## src/rtl/seq_div.sv

```systemverilog
// rtl/seq_div.sv - multi-cycle restoring divider, signed/unsigned, start/done handshake
//
// Ports:
//   clk    rising-edge clock
//   rst_n  synchronous active-low reset
//   start  request; in1/in2/sgn sampled when accepted (IDLE or DONE)
//   sgn    1 = two's-complement signed, 0 = unsigned
//   in1    dividend
//   in2    divisor
//   busy   high while iterating; start is ignored
//   done   one-cycle pulse; out/rem/dbz valid from this cycle
//   out    quotient
//   rem    remainder
//   dbz    divide-by-zero flag for the current result
module seq_div #(
  parameter int WIDTH = 8
) (
  input  logic             clk,
  input  logic             rst_n,
  input  logic             start,
  input  logic             sgn,
  input  logic [WIDTH-1:0] in1,
  input  logic [WIDTH-1:0] in2,
  output logic             busy,
  output logic             done,
  output logic [WIDTH-1:0] out,
  output logic [WIDTH-1:0] rem,
  output logic             dbz
);

  typedef enum logic [1:0] {
    IDLE = 2'd0,
    CALC = 2'd1,
    DONE = 2'd2
  } state_t;

  localparam int CNT_LAST = WIDTH - 1;

  state_t           state_q, state_d;
  logic [WIDTH-1:0] quo_q, quo_d;    // dividend magnitude shifting out, quotient bits shifting in
  logic [WIDTH-1:0] dvs_q, dvs_d;    // divisor magnitude
  logic [WIDTH-1:0] prem_q, prem_d;  // restored partial remainder (always < divisor)
  logic [WIDTH-1:0] cnt_q, cnt_d;
  logic             negq_q, negq_d;
  logic             negr_q, negr_d;
  logic [WIDTH-1:0] out_q, out_d;
  logic [WIDTH-1:0] rem_q, rem_d;
  logic             dbz_q, dbz_d;

  logic             accept;
  logic [WIDTH-1:0] a_mag, b_mag;
  logic [WIDTH:0]   shifted;         // WIDTH+1-bit partial remainder after the shift
  logic [WIDTH:0]   diff;
  logic [WIDTH-1:0] r_step;
  logic [WIDTH-1:0] q_step;

  always_comb begin
    state_d = state_q;
    quo_d   = quo_q;
    dvs_d   = dvs_q;
    prem_d  = prem_q;
    cnt_d   = cnt_q;
    negq_d  = negq_q;
    negr_d  = negr_q;
    out_d   = out_q;
    rem_d   = rem_q;
    dbz_d   = dbz_q;

    accept = start && (state_q != CALC);
    a_mag  = (sgn && in1[WIDTH-1]) ? -in1 : in1;
    b_mag  = (sgn && in2[WIDTH-1]) ? -in2 : in2;

    // diff cannot exceed the WIDTH+1-bit signed range because shifted < 2*divisor,
    // so its top bit is a reliable "subtraction went negative" flag. When restoring,
    // shifted < divisor, so dropping its top bit loses nothing.
    shifted = {prem_q, quo_q[WIDTH-1]};
    diff    = shifted - {1'b0, dvs_q};
    r_step  = diff[WIDTH] ? shifted[WIDTH-1:0] : diff[WIDTH-1:0];
    q_step  = {quo_q[WIDTH-2:0], ~diff[WIDTH]};

    case (state_q)
      IDLE, DONE: begin
        state_d = IDLE;
        if (accept) begin
          if (in2 == '0) begin
            state_d = DONE;
            out_d   = '1;
            rem_d   = in1;
            dbz_d   = 1'b1;
          end else begin
            state_d = CALC;
            quo_d   = a_mag;
            dvs_d   = b_mag;
            prem_d  = '0;
            cnt_d   = '0;
            negq_d  = sgn && (in1[WIDTH-1] ^ in2[WIDTH-1]);
            negr_d  = sgn && in1[WIDTH-1];
          end
        end
      end
      CALC: begin
        quo_d  = q_step;
        prem_d = r_step;
        cnt_d  = cnt_q + 1'b1;
        if (cnt_q == CNT_LAST[WIDTH-1:0]) begin
          state_d = DONE;
          // -2^(W-1) / -1 yields magnitude 2^(W-1), which already reads as -2^(W-1)
          out_d   = negq_q ? -q_step : q_step;
          rem_d   = negr_q ? -r_step : r_step;
          dbz_d   = 1'b0;
        end
      end
      default: state_d = IDLE;
    endcase
  end

  always_ff @(posedge clk) begin
    if (!rst_n) begin
      state_q <= IDLE;
      quo_q   <= '0;
      dvs_q   <= '0;
      prem_q  <= '0;
      cnt_q   <= '0;
      negq_q  <= 1'b0;
      negr_q  <= 1'b0;
      out_q   <= '0;
      rem_q   <= '0;
      dbz_q   <= 1'b0;
    end else begin
      state_q <= state_d;
      quo_q   <= quo_d;
      dvs_q   <= dvs_d;
      prem_q  <= prem_d;
      cnt_q   <= cnt_d;
      negq_q  <= negq_d;
      negr_q  <= negr_d;
      out_q   <= out_d;
      rem_q   <= rem_d;
      dbz_q   <= dbz_d;
    end
  end

  assign busy = (state_q == CALC);
  assign done = (state_q == DONE);
  assign out  = out_q;
  assign rem  = rem_q;
  assign dbz  = dbz_q;

endmodule
```

## config.mk

```make
export PLATFORM = sky130hd
export DESIGN_NAME = seq_div
export DESIGN_NICKNAME = d
export VERILOG_FILES = /design/src/rtl/seq_div.sv
export SDC_FILE = /design/constraint.sdc
export NUM_CORES = 1
export LEC_CHECK = 0
export ABC_CLOCK_PERIOD_IN_PS = 9300
export BUFFER_PORTS_ARGS = -buffer_cell sky130_fd_sc_hd__buf_2
export CAP_MARGIN = 20
export CORE_MARGIN = 5
export CORE_UTILIZATION = 45
export CTS_BUF_LIST = sky130_fd_sc_hd__clkbuf_2
export DETAILED_ROUTE_END_ITERATION = 8
export GPL_TIMING_DRIVEN = 0
export PLACE_DENSITY = 0.62
export SLEW_MARGIN = 20
export SYNTH_ARGS = -nofsm -noshare
export SYNTH_HDL_FRONTEND = slang
export SYNTH_SLANG_ARGS = --single-unit
```

## constraint.sdc

```tcl
create_clock -name clk -period 9.3 [get_ports clk]
set_input_delay 1.395 -clock clk [delete_from_list [all_inputs] [get_ports clk]]
set_output_delay 1.395 -clock clk [all_outputs]
set_load 0.01 [all_outputs]
```

==> flow_metrics.env, run 1 <==
export IMPL_end_kind="output port"
export IMPL_cellLeakagePower_uw=0.00144
export IMPL_antenna_found_initial=0
export IMPL_dieWidth_um=95.5
export IMPL_critical_path_arrival_ns=2.08
export IMPL_rsz0062_at_grt="false"
export IMPL_drcViolationCount=0
export IMPL_rr_worst_depth=14
export IMPL_place_area_mm2=0.00359
export IMPL_wire_per_inst_um=16.2
export IMPL_nFillCells=730
export IMPL_grt_pass1_wl_mm=15.6
export IMPL_max_slew_worst_pin_slew_ns=0.655
export IMPL_avgViaCountPerCell=5.67
export IMPL_core_mm2=0.00718
export IMPL_synth_top_flop_cell="dfxtp_1"
export IMPL_rows=31
export IMPL_synth_nets=460
export IMPL_avgSynthCellArea_um2=7.71
export IMPL_maxSlewHeadroom_pct=56.0
export IMPL_path_clk_slew_ns=0.28
export IMPL_syn_cell_area_mm2=0.00329
export IMPL_min_path_cells=2
export IMPL_die_y_um=95.5
export IMPL_yosysWarnings=0
export IMPL_grt_overflow_total=0
export IMPL_period_needed_ns=3.48
export IMPL_syn_inst=426
export IMPL_cts_made_buffers=5
export IMPL_first_global_vias=3094
export IMPL_synth_edf_count=0
export IMPL_final_cell_area_mm2=0.00366
export IMPL_setup_viol=0
export IMPL_place_gp_congestion=0.863
export IMPL_wl_mm=9.26
export IMPL_setup_tns_final_ns=0
export IMPL_powerDensity_mw_per_mm2=180
export IMPL_clockBufferDepth=2
export IMPL_ys_seq_elements=53
export IMPL_min_path_type="reg -> reg"
export IMPL_drt_antenna_violating_nets=0
export IMPL_min_period_over_period_pct=37.4
export IMPL_final_cell_mix="53 x dfxtp_1, 52 x nor2_1, 47 x nand2_1, 39 x buf_2, 34 x a21oi_1"
export IMPL_postCtsSetupBuffers=0
export IMPL_finalHoldViolCount=0
export IMPL_outcome="complete, no violations"
export IMPL_required_ns=7.91
export IMPL_final_common_cell="dfxtp_1"
export IMPL_crit_fanout=10
export IMPL_fin_nets=504
export IMPL_drive_gt1_share_pct=13.4
export IMPL_clk_latency_ns=0.47
export IMPL_power_uw=659
export IMPL_clock_sinks=53
export IMPL_start_util_pct=45.8
export IMPL_io_pins=39
export IMPL_ys_seq_area_share_pct=32.3
export IMPL_maxCapViolations=0
export IMPL_hold_buffers=0
export IMPL_grt_max_degree=18
export IMPL_ys_types=55
export IMPL_fmax_mhz=288
export IMPL_drt_iter0_drc=170
export IMPL_cts_tree="done"
export IMPL_fin_skew_ns=0.0233
export IMPL_dieArea_mm2=0.00911
export IMPL_area_growth_pct=11.5
export IMPL_first_pass_iters=5
export IMPL_async_reset_ff_share_pct=0
export IMPL_via_count=3231
export IMPL_crit_path_start_kind="flip-flop"
export IMPL_n_antenna_cell=0
export IMPL_ctsResizeCount=0
export IMPL_critPathKind="reg -> out"
export IMPL_cts_root_buf="clkbuf_2"
export IMPL_dpl_hpwl_mm=7.05
export IMPL_portBuffers=37
export IMPL_grt_usage_pct=21.6
export IMPL_htreeDepth=2
export IMPL_ir_drop_mv=0.0828
export IMPL_finalMaxSlewViolations=0
==> final cells by class <==
type                            count  area (um^2)  area share [%]
Buffer                             21         85.1            2.32
Clock buffer                        5         25.0           0.683
Clock inverter                      3         43.8            1.20
Inverter                           23         86.3            2.36
Multi-Input combinational cell    329         2050            56.0
Sequential cell                    53         1060            29.0
Tap cell                           99          124            3.38
Timing Repair Buffer               37          185            5.05
==> metal layers <==
metal / vias up / routed length [um] / GRT usage [%]
met1: 1514 / 4460 / 31.3
met2: 96 / 4160 / 34.0
met3: 8 / 550 / 3.16
met4: 0 / 91 / 4.86
li1: 1613 / - / -
met5: - / 0 / 0
==> stage by stage <==
step           instances  utilization (%)  hold slack [ns]  worst slack [ns]
3_3_place_gp         562             50.1            0.450              5.89
4_1_cts              570             51.1            0.493              5.87
2_1_floorplan        426                -            0.436              6.31
5_1_grt              570             51.1            0.511              5.62
3_5_place_dp         562             50.1            0.458              5.82
6_report             570             51.1            0.492              5.82
==> power by group <==
part / total [uW] / internal, uW / leakage, uW / switching (uW)
Clock: 127 / 46.1 / 0.0000433 / 81.1
Sequential: 258 / 243 / 0.000433 / 14.6
Combinational: 274 / 105 / 0.000960 / 170
Total: 659 / 394 / 0.00144 / 265
==> worst max-delay path: stages, from the launching register on <==
cell and delay [ns]:
dfxtp_1 0.49, nand2b_1 0.23, clkinv_1 0.22, clkbuf_1 0.46
buf_2 0.23
==> logic make-up after synthesis <==
kind of cell    Yosys count  synth area share (%)
xor+xnor                 26                  7.50
mux                       7                  2.13
compound gates          120                  23.9
flops                    53                  32.3
fa+ha+maj                14                  5.56
buf+inv                  44                  5.22
simple gates            162                  23.4
==> worst paths after layout <==
check,from,endpoint,slack [ns]
worst min-delay path,dvs_q[0],dvs_q[0],0.49
worst min register to register,dvs_q[0],dvs_q[0],0.49
worst max register to register,quo_q[7],rem[6],5.88
worst max-delay path,state_q[0],busy,5.82
==> registers in the layout (all words and copies together), names as in the netlist <==
register  cells
cnt_q         8
dvs_q         8
out           8
prem_q        8
quo_q         8
rem           8
state_q       2
dbz           1
negq_q        1
negr_q        1
==> cells in the mapped netlist (all sizes together), types with 3 or more instances <==
library cell / number / area (um^2)
mux2i: 7 / 70.1
nand3: 17 / 85.1
a311oi: 7 / 61.3
nor2b: 3 / 18.8
o31ai: 4 / 30.0
a211oi: 5 / 37.5
buf: 5 / 25.0
nand2b: 5 / 31.3
clkbuf: 16 / 60.1
or3: 3 / 18.8
nand2: 47 / 176
dfxtp: 53 / 1060
xor2: 11 / 96.3
o221a: 3 / 33.8
o21ai: 24 / 120
nor2: 53 / 206
xnor2: 15 / 150
a31oi: 17 / 106
inv: 22 / 82.6
a21oi: 35 / 179
o211ai: 11 / 82.6
or4: 3 / 26.3
ha: 13 / 163
nor3: 16 / 80.1
and2: 4 / 30.0
nor4: 3 / 33.8
No activity file was read; power rests on OpenSTA's default activity.
==> run 2: changes to the inputs <==
--- a/config.mk
+++ b/config.mk
@@ -5,7 +5,8 @@
 export SDC_FILE = /design/constraint.sdc
 export NUM_CORES = 1
 export LEC_CHECK = 0
-export ABC_CLOCK_PERIOD_IN_PS = 9300
+export ABC_AREA = 1
+export ABC_CLOCK_PERIOD_IN_PS = 3200
 export BUFFER_PORTS_ARGS = -buffer_cell sky130_fd_sc_hd__buf_2
 export CAP_MARGIN = 20
 export CORE_MARGIN = 5
==> constraint.sdc (replaced) <==
create_clock -name clk -period 3.2 [get_ports clk]
set_input_delay 0.48 -clock clk [delete_from_list [all_inputs] [get_ports clk]]
set_output_delay 0.48 -clock clk [all_outputs]
set_load 0.01 [all_outputs]
==> flow_metrics.env, run 2 <==
export IMPL_fin_skew_ns=0.0199
export IMPL_rsz0062_at_grt="false"
export IMPL_maxSlewHeadroom_pct=55.8
export IMPL_grt_pass1_wl_mm=16.6
export IMPL_clock_sinks=53
export IMPL_ir_drop_mv=0.239
export IMPL_wl_mm=9.88
export IMPL_ys_types=43
export IMPL_period_needed_ns=2.89
export IMPL_wire_per_inst_um=14.7
export IMPL_core_mm2=0.00769
export IMPL_maxCapViolations=0
export IMPL_path_clk_slew_ns=0.27
export IMPL_synth_most_common_cell="nand2_1"
export IMPL_ys_seq_area_share_pct=30.1
export IMPL_fin_cells=674
export IMPL_crit_fanout=10
export IMPL_cts_made_buffers=5
export IMPL_cts_tree="done"
export IMPL_finalMaxSlewViolations=0
export IMPL_fin_util_pct=50.4
export IMPL_hold_ws_ns=0.302
export IMPL_io_pins=39
export IMPL_required_ns=3.54
export IMPL_hold_buffers=0
export IMPL_grt_max_degree=16
export IMPL_postCtsSetupBuffers=0
export IMPL_clockBufferDepth=2
export IMPL_min_period_over_period_pct=90.3
export IMPL_n_antenna_cell=0
export IMPL_power_uw=2540
export IMPL_avgViaCountPerCell=5.24
export IMPL_synth_nets=561
export IMPL_drt_iter0_drc=242
export IMPL_critical_path_arrival_ns=3.23
export IMPL_syn_cell_area_mm2=0.00352
export IMPL_powerDensity_mw_per_mm2=655
export IMPL_start_util_pct=45.8
export IMPL_grt_overflow_total=0
export IMPL_htreeDepth=2
export IMPL_clk_latency_ns=0.45
export IMPL_final_common_cell="nand2_1"
export IMPL_setup_viol=0
export IMPL_synth_top_flop_cell="dfxtp_1"
export IMPL_syn_inst=527
export IMPL_dpl_hpwl_mm=7.70
export IMPL_setup_tns_final_ns=0
export IMPL_dpl_cell_count=666
export IMPL_avgSynthCellArea_um2=6.68
export IMPL_yosysTopAreaCell="dfxtp_1"
export IMPL_portBuffers=37
export IMPL_async_reset_ff_share_pct=0
export IMPL_critPathKind="reg -> reg"
export IMPL_outcome="complete, no violations"
export IMPL_first_pass_iters=4
export IMPL_dieWidth_um=98.5
export IMPL_ctsResizeCount=0
export IMPL_ys_seq_elements=53
export IMPL_final_cell_mix="112 x nand2_1, 67 x inv_1, 53 x dfxtp_1, 47 x a21oi_1, 46 x nor2_1"
export IMPL_min_path_type="in -> reg"
export IMPL_fmax_mhz=346
export IMPL_yosysTopAreaCellShare_pct=30.1
export IMPL_grt_usage_pct=20.8
export IMPL_end_kind="flip-flop"
export IMPL_antenna_found_initial=0
export IMPL_yosysWarnings=0
export IMPL_synth_edf_count=0
export IMPL_crit_path_start_kind="flip-flop"
export IMPL_rows=32
export IMPL_dieArea_mm2=0.00970
export IMPL_drt_antenna_violating_nets=0
export IMPL_max_slew_worst_pin_slew_ns=0.662
export IMPL_area_growth_pct=10.1
export IMPL_fin_nets=605
export IMPL_drcViolationCount=0
export IMPL_first_global_vias=3412
export IMPL_via_count=3530
export IMPL_cellLeakagePower_uw=0.00176
export IMPL_place_gp_congestion=0.946
export IMPL_yosys_top_cells_count="112 x nand2_1, 67 x inv_1, 53 x dfxtp_1, 47 x a21oi_1, 46 x nor2_1"
export IMPL_synth_area_top_cells="dfxtp_1 30%, nand2_1 12%, inv_1 7.1%"
export IMPL_finalHoldViolCount=0
export IMPL_drive_gt1_share_pct=16.1
export IMPL_cts_root_buf="clkbuf_2"
export IMPL_die_y_um=98.5
[run 2: cell count changes after synthesis, sizes merged, moves of 5 or more]
cell / before / now
nand2b: 5 / 0
inv: 22 / 73
nand2: 47 / 131
nor3: 16 / 10
mux2i: 7 / 1
clkbuf: 16 / 9
a311oi: 7 / 0
xnor2: 15 / 2
a31oi: 17 / 6
a21oi: 35 / 51
nand3: 17 / 46
o211ai: 11 / 4
[run 2: worst paths after layout]
| kind | start | depth (start not counted) | slack [ns] | to |
|---|---|---|---|---|
| hold reg to reg | cnt_q[4] | 2 | 0.48 | cnt_q[4] |
| hold / removal | in2[1] | 3 | 0.30 | dvs_q[1] |
| setup reg to reg | quo_q[7] | 19 | 0.31 | rem[6] |
| setup / recovery | quo_q[7] | 19 | 0.31 | rem[6] |
[run 2: kinds of logic after synthesis]
logic type                 count (synthesis)  synth area share [%]
DFF                                       53                  30.1
and+or+nand+nor                          251                  33.5
AOI/OAI and AO/OA                        109                  18.3
xor gates and xnor gates                   9                  2.24
adders and majority gates                 14                  5.19
buffers and inverters                     90                  10.3
muxes                                      1                 0.284
[run 2: cell type report]
class / instances / area, um^2
well taps: 102 / 128
flip-flops and latches: 53 / 1060
plain buffers: 17 / 90.1
clock inverters: 1 / 7.51
fillers: 846 / 3810
inverters: 73 / 274
multi-input cells: 384 / 2100
clock buffers: 7 / 35.0
repair buffers: 37 / 185
[run 2: where the power goes]
group	internal (uW)	switching (uW)	leakage (uW)
clock network	60.2	217	0.0000292
registers	720	47.8	0.000433
logic	522	973	0.00130
total	1300	1240	0.00176
[run 2: per-layer routing]
metal | part of all wire (%) | up-vias | global-route usage [%] | routed length (um)
met1 | 45 | 1623 | 27.9 | 4490
met5 | 0 | - | 0 | 0
met3 | 5.2 | 10 | 3.04 | 517
met2 | 48 | 73 | 35.7 | 4760
li1 | - | 1824 | - | -
met4 | 1.1 | 0 | 4.41 | 111
[run 2: worst max-delay path, cell delays in order, from the launching register on]
cell and delay, ns:
dfxtp_1 0.36, inv_1 0.11, ha_1 0.17, inv_1 0.08, fa_1 0.45, nand2_1 0.11
nand2_2 0.08, nand3_2 0.11, nand3_1 0.19, nand2_4 0.22, nand2_1 0.11, nand2_4 0.10
ha_1 0.19, nand2_1 0.09, nor2_2 0.12, nand2_1 0.08, nand2_1 0.06, nand2_1 0.05
nand3_1 0.06, a21oi_1 0.06
[run 2: per-stage QoR]
stage / setup WS [ns] / area, um^2
floorplan: 0.758 / 3520
global placement: 0.408 / 3830
detailed placement: 0.324 / 3830
finish: 0.312 / 3880
CTS: 0.298 / 3880
global route: 0.0454 / 3880
